`src/rtl/ctrl_fsm_seq.sv`:
```
// Five-state fetch/decode/execute sequencer for the 8-bit datapath, with registered Z/C flags.
// Define CTRL_IRQ_EN to add the one-cycle IRQ vector-load state entered from a stalled FETCH.
module ctrl_fsm_seq #(
  parameter int unsigned IR_W        = 8,
  parameter int unsigned OP_W        = 4,
  parameter logic [1:0]  IRQ_VEC_SEL = 2'b10
) (
  input  logic                 CLK,
  input  logic                 CLB,
  input  logic [IR_W-1:0]      Instr,
  input  logic                 Z,
  input  logic                 C,
  input  logic                 IMemAck,
  input  logic                 Irq,
  output logic                 IMemReq,
  output logic                 LoadIR,
  output logic                 IncPC,
  output logic                 LoadPC,
  output logic                 LoadReg,
  output logic                 LoadAcc,
  output logic [1:0]           SelPC,
  output logic [1:0]           SelAcc,
  output logic [OP_W-1:0]      SelALU,
  output logic [IR_W-OP_W-1:0] RegSel,
  output logic                 Halted,
  output logic                 IllegalOp,
  output logic                 IrqAck
);

  typedef enum logic [2:0] {
    S_RST,
    S_FETCH,
    S_DECODE,
    S_EXEC,
`ifdef CTRL_IRQ_EN
    S_IRQ,
`endif
    S_HALT
  } state_e;

  localparam logic [OP_W-1:0] OP_NOP  = OP_W'(4'h0);
  localparam logic [OP_W-1:0] OP_ADD  = OP_W'(4'h1);
  localparam logic [OP_W-1:0] OP_SUB  = OP_W'(4'h2);
  localparam logic [OP_W-1:0] OP_NOR  = OP_W'(4'h3);
  localparam logic [OP_W-1:0] OP_MRA  = OP_W'(4'h4);
  localparam logic [OP_W-1:0] OP_MAR  = OP_W'(4'h5);
  localparam logic [OP_W-1:0] OP_JZR  = OP_W'(4'h6);
  localparam logic [OP_W-1:0] OP_JZI  = OP_W'(4'h7);
  localparam logic [OP_W-1:0] OP_JCR  = OP_W'(4'h8);
  localparam logic [OP_W-1:0] OP_JCI  = OP_W'(4'hA);
  localparam logic [OP_W-1:0] OP_SHL  = OP_W'(4'hB);
  localparam logic [OP_W-1:0] OP_SHR  = OP_W'(4'hC);
  localparam logic [OP_W-1:0] OP_LDI  = OP_W'(4'hD);
  localparam logic [OP_W-1:0] OP_HALT = OP_W'(4'hF);

  localparam logic [1:0] ACC_ALU = 2'b00;
  localparam logic [1:0] ACC_REG = 2'b10;
  localparam logic [1:0] ACC_IMM = 2'b11;
  localparam logic [1:0] PC_IMM  = 2'b00;
  localparam logic [1:0] PC_REG  = 2'b01;

  state_e          state_q, state_d;
  logic            zf_q, zf_d;
  logic            cf_q, cf_d;
  logic [OP_W-1:0] opcode;
  logic            jmp_flag;
  logic            jmp_reg;

  // Instr comes straight from the IR register, so decoding it here keeps outputs Moore.
  assign opcode   = Instr[IR_W-1 -: OP_W];
  assign RegSel   = Instr[IR_W-OP_W-1:0];
  assign jmp_flag = (opcode == OP_JZR || opcode == OP_JZI) ? zf_q : cf_q;
  assign jmp_reg  = (opcode == OP_JZR || opcode == OP_JCR);

`ifndef CTRL_IRQ_EN
  logic unused_irq;
  assign unused_irq = Irq;
`endif

  // NOTE: sequential state uses non-blocking assignments so every register samples pre-edge values.
  always_ff @(posedge CLK) begin
    if (CLB) begin
      state_q <= S_RST;
      zf_q    <= 1'b0;
      cf_q    <= 1'b0;
    end else begin
      state_q <= state_d;
      zf_q    <= zf_d;
      cf_q    <= cf_d;
    end
  end

  // NOTE: every variable gets a default first so no path through the case infers a latch.
  always_comb begin
    state_d = state_q;
    zf_d    = zf_q;
    cf_d    = cf_q;
    unique case (state_q)
      S_RST:    state_d = S_FETCH;
      S_FETCH: begin
        if (IMemAck) begin
          state_d = S_DECODE;
        end
`ifdef CTRL_IRQ_EN
        else if (Irq) begin
          state_d = S_IRQ;
        end
`endif
      end
      S_DECODE: state_d = S_EXEC;
      S_EXEC: begin
        state_d = (opcode == OP_HALT) ? S_HALT : S_FETCH;
        if (opcode == OP_ADD || opcode == OP_SUB) begin
          zf_d = Z;
          cf_d = C;
        end
      end
`ifdef CTRL_IRQ_EN
      S_IRQ:    state_d = S_FETCH;
`endif
      S_HALT:   state_d = S_HALT;
      default:  state_d = S_RST;
    endcase
  end

  always_comb begin
    IMemReq   = 1'b0;
    LoadIR    = 1'b0;
    IncPC     = 1'b0;
    LoadPC    = 1'b0;
    LoadReg   = 1'b0;
    LoadAcc   = 1'b0;
    SelPC     = PC_IMM;
    SelAcc    = ACC_ALU;
    SelALU    = '0;
    Halted    = 1'b0;
    IllegalOp = 1'b0;
    IrqAck    = 1'b0;
    unique case (state_q)
      S_FETCH:  IMemReq = 1'b1;
      S_DECODE: LoadIR  = 1'b1;
      S_EXEC: begin
        SelALU = opcode;
        case (opcode)
          OP_NOP: IncPC = 1'b1;
          OP_ADD, OP_SUB, OP_NOR, OP_SHL, OP_SHR: begin
            LoadAcc = 1'b1;
            SelAcc  = ACC_ALU;
            IncPC   = 1'b1;
          end
          OP_MRA: begin
            LoadAcc = 1'b1;
            SelAcc  = ACC_REG;
            IncPC   = 1'b1;
          end
          OP_MAR: begin
            LoadReg = 1'b1;
            IncPC   = 1'b1;
          end
          OP_LDI: begin
            LoadAcc = 1'b1;
            SelAcc  = ACC_IMM;
            IncPC   = 1'b1;
          end
          OP_JZR, OP_JZI, OP_JCR, OP_JCI: begin
            LoadPC = jmp_flag;
            IncPC  = ~jmp_flag;
            SelPC  = (jmp_flag && jmp_reg) ? PC_REG : PC_IMM;
          end
          OP_HALT: ;
          default: begin
            IncPC     = 1'b1;
            IllegalOp = 1'b1;
          end
        endcase
      end
`ifdef CTRL_IRQ_EN
      S_IRQ: begin
        LoadPC = 1'b1;
        SelPC  = IRQ_VEC_SEL;
        IrqAck = 1'b1;
      end
`endif
      S_HALT:  Halted = 1'b1;
      default: ;
    endcase
  end

endmodule

```
`config.mk`:
```
export PLATFORM = sky130hd
export DESIGN_NAME = ctrl_fsm_seq
export DESIGN_NICKNAME = d
export VERILOG_FILES = /design/src/rtl/ctrl_fsm_seq.sv
export SDC_FILE = /design/constraint.sdc
export NUM_CORES = 1
export LEC_CHECK = 0
export CORE_MARGIN = 2
export CORE_UTILIZATION = 40
export CTS_BUF_LIST = sky130_fd_sc_hd__clkbuf_8
export DETAILED_ROUTE_END_ITERATION = 8
export PLACE_DENSITY_LB_ADDON = 0.12
export SLEW_MARGIN = 20
export SYNTH_ARGS = -nofsm -noshare
export SYNTH_HDL_FRONTEND = slang
export SYNTH_SLANG_ARGS = --single-unit
```
`constraint.sdc`:
```
create_clock -name CLK -period 1.92 [get_ports CLK]
set_input_delay 0.192 -clock CLK [delete_from_list [all_inputs] [get_ports CLK]]
set_output_delay 0.192 -clock CLK [all_outputs]
set_load 0.01 [all_outputs]
```
======== Word level (Yosys, flattened, before mapping) ========
Cells that the tools add are included.
storage, ports and cells
  bits of input ports ..................... 14
  register bits after elaboration ......... 5
  word-level logic and storage cells ...... 55
  output and inout port bits .............. 21
cells by class
  bitwise gates (word level) .............. 1
  muxes and demuxes ....................... 23
  reduce and logical (&&, ||, !) cells .... 10
  eq/ne operators ......................... 18
operators by type and width
  cell                  number
  $eq A4 B4 Y1 const B  6
  $eq A4 B3 Y1 const B  4
  $mux W1               16
  $pmux W3 S5           1
  $reduce_or A14 Y1     1
  $eq A4 B2 Y1 const B  2
  $reduce_or A7 Y1      1
  $eq A3 B2 Y1 const B  2
  $mux W3               2
  $eq A4 B1 Y1 const B  1
  $logic_not A4 Y1      1
  $mux W4               1
  $pmux W2 S2           1
  $reduce_or A4 Y1      1
  $eq A3 B1 Y1 const B  1
  $eq A3 B3 Y1 const B  1
  $logic_not A3 Y1      1
  $logic_or A1 B1 Y1    3
  $mux W2               1
  $ne A2 B2 Y1 const B  1
  $pmux W1 S2           1
  $reduce_and A2 Y1     1
  $logic_and A1 B1 Y1   1
  $not A1 Y1            1

======== Logic depth before layout (Yosys ltp) ========
  depth after elaboration ................. 7
  gate-level depth with buffers ........... 4

======== Worst setup path after synthesis ========
Ideal clock, no wire load.
  kind .................................... register to output
  start point ............................. register state_q[1]
  end point ............................... output IllegalOp
  stages on the path, launching flop included .. 4
  arrival time ............................ 1.102 ns
  path buffers ............................ 0
  setup slack ............................. 0.626 ns
  cells stage by stage .................... dfxtp_1 and3b_1 and2_1 a21boi_1
on the way
  word-level cells in the longest chain between the ends .. 2
ends and longest elaborated chain
  item                    RTL line  RTL
  from (decl)             62        state_e state_q, state_d;
  from (signal assigned)  87        state_q <= state_d;
  $eq A3 B2 Y1            139       unique case (state_q)
  $mux W1                 139
  to (decl)               26        output logic IllegalOp,
No other way between the ends.

======== Final worst setup path ========
  start point ............................. register state_q[0]
  end point ............................... output SelALU[3]
on the way
  word-level cells in the longest chain between the ends .. 2
ends and longest elaborated chain
  item          RTL line  RTL
  $eq A3 B2 Y1  139
  $mux W4       139
  to (decl)     23        output logic [OP_W-1:0] SelALU,
No other way between the ends.

==> results.toml <==
[yosys]
synth_area_um2 = 546
synth.avg_cell_area_um2 = 9.25
synth_warnings = 0
yosysUniqueCellTypes = 31
ys_ff_latch = 5
netlist_instances = 59
seq_area_frac_synth_pct = 18.3

[cts]
clock-sinks = 5
cts_root_buf = "clkbuf_8"
cts_tree = "yes"
clk_pin_slew_ns = 0.03
cts_made_buffers = 3
clockBufferDepth = 2
cts.hold.buffers_added = 0
clkLatencyLatePin_ns = 0.22
cts_htree_levels = 1

[pwr]
seqPwrFrac_pct = 28.5
clkPwrFrac_pct = 46.2
p_sw_share_pct = 24.9
power-per-cell-area_nw_per_um2 = 454
vdd_drop_max_mv = 0.543
p_leak_nw = 0.435
power.switching_uw = 100
p_int_uw = 303
combPwrFrac_pct = 25.4

[place]
gp_congestion = 0.799
dp_hpwl_um = 989
port_buffers = 23
place_inst = 99

[timing]
fin_skew_ns = 0.000187
drv_slew = 0
min_period_ns = 1.82
hold_violations = 0
tns_ns = 0
fin_hold_ws_ns = 0.384
rsz0062_at_grt = "false"
fmax_mhz = 548
period_share_pct = 95.0
setup_viol_count_final = 0

[die]
die_width_um = 40.9
die_h_um = 40.9
row_count = 13
coreArea_um2 = 1280
die-area_um2 = 1680
io_pins = 35
initial_core_util_pct = 42.5

[finish]
final_nets = 105
fin_cells = 105
synthToLayoutAreaGrowth_pct = 62.6
antenna_cells = 0
layout-drive-gt1-share_pct = 30.0
mostFrequentLayoutCells = "clkdlybuf4s50_1, buf_4, dlygate4sd2_1"

[critical_path]
cpPeakStageDelay_ns = 0.53
cp_slowest_cell = "clkdlybuf4s50_1"
endpoint_kind = "output port"
worstPathCellList = "and3b_1 -> and2_1 -> clkdlybuf4s50_1"
critPathLaunchType = "register"
r2r_slack_ns = 0.67
worstPathArrival_ns = 1.63
critPathKind = "register to output port"
cp.required_ns = 1.73
path_max_fanout = 6

[outcome]
status = "finished clean"

[drt]
wire_per_inst_um = 13.3
vias = 531
wl_mm = 1.40
antenna_left = 0
vias_per_cell = 5.06
post-route-drc-count = 0
dr.pass1.iters = 2
drt_first_iter_violations = 4

[run]
drv_cap = 0

[global_route]
overflow = 0
grt_pass1_wl_mm = 2.11
grt_pass1_vias = 466
grt_use_total_pct = 19.9
antenna_found_initial = 0
grt_max_degree = 10

[worst_hold_path]
hold_path.class = "input port to output port"
## routing by layer
layer	GRT usage [%]	part of all wire, %	vias to the layer above
met5	0	0	-
met4	10.8	0.29	0
met3	4.89	5.0	2
met2	28.9	49	17
met1	26.5	46	245
li1	-	-	267
## timing repair
action	CTS	global route
gates resized for setup	9	6
setup buffers	0	2
endpoints found under the setup margin	9	7
## synthesized netlist by cell type
library cell,instances,area [um2]
and4bb_1,1,12.5
buf_2,1,5.00
nor4_2,1,12.5
conb_1,1,3.75
nor2b_1,3,18.8
mux2i_1,2,20.0
nand3b_1,1,7.51
nand2b_1,4,25.0
nor2b_2,1,8.76
nor4b_1,1,8.76
a2111oi_2,1,15.0
and3b_1,2,17.5
mux2_4,1,15.0
nand3b_4,1,20.0
nor3b_1,4,30.0
and3_1,1,6.26
xnor2_1,1,8.76
a31oi_2,1,12.5
dfxtp_1,5,100
buf_4,8,60.1
nor2_1,3,11.3
a211oi_2,1,12.5
and4_4,1,11.3
nor4_4,1,21.3
a21oi_1,3,15.0
nor3_1,1,5.00
a21boi_1,1,7.51
and2_1,4,25.0
nor3b_2,1,12.5
or3b_1,1,8.76
o21a_1,1,7.51
## critical path: cells and delay by family, from the launching register on
family        cells  cell delay [ns]
buf+inv           1             0.53
flops             1             0.46
simple gates      2             0.43
## final timing paths
kind | startpoint | endpoint | cells past startpoint
setup / recovery | state_q[0] | SelALU[3] | 3
hold / removal | Instr[3] | RegSel[3] | 0
setup reg to reg | state_q[0] | zf_q | 3
hold reg to reg | cf_q | cf_q | 2
## flip-flops by register name (all words and copies together) (netlist names)
signal   cells
cf_q         1
state_q      3
zf_q         1
## logic make-up (layout without fill, tap and decap cells)
logic type                after synthesis  in the layout  share of synthesized area, %
and+or+nand+nor                        32             32                          48.2
buffers and inverters                   9             39                          11.9
AOI/OAI and AO/OA                       8              8                          12.8
DFF                                     5              5                          18.3
muxes                                   3              3                          6.42
other                                   1              2                         0.687
xor gates and xnor gates                1              1                          1.61
## cell type report
| class | instances | area, um2 |
|---|---|---|
| multi-input cells | 46 | 404 |
| well taps | 15 | 18.8 |
| flip-flops and latches | 5 | 101 |
| repair buffers | 35 | 318 |
| clock buffers | 3 | 41.3 |
| clock inverters | 1 | 3.75 |
| fillers | 118 | 398 |
## power by group through the flow
stage | Sequential, mW | Clock, mW | Combinational, mW
floorplan | 0.114 | 0 | 0.0601
global placement | 0.115 | 0 | 0.0973
detailed placement | 0.116 | 0 | 0.0974
CTS | 0.114 | 0.190 | 0.0973
global route | 0.116 | 0.203 | 0.110
finish | 0.115 | 0.186 | 0.102
## metrics by stage
step	power (mW)	setup slack (ns)	instance area [um2]	utilization, %
finish	0.403	0.0961	887	69.0
global route	0.429	0.00491	887	69.0
CTS	0.402	-0.142	848	66.0
detailed placement	0.213	-0.256	808	62.9
global placement	0.213	-0.230	808	62.9
floorplan	0.174	0.626	549	-
Note: power is estimated with default switching activity, not from simulation.
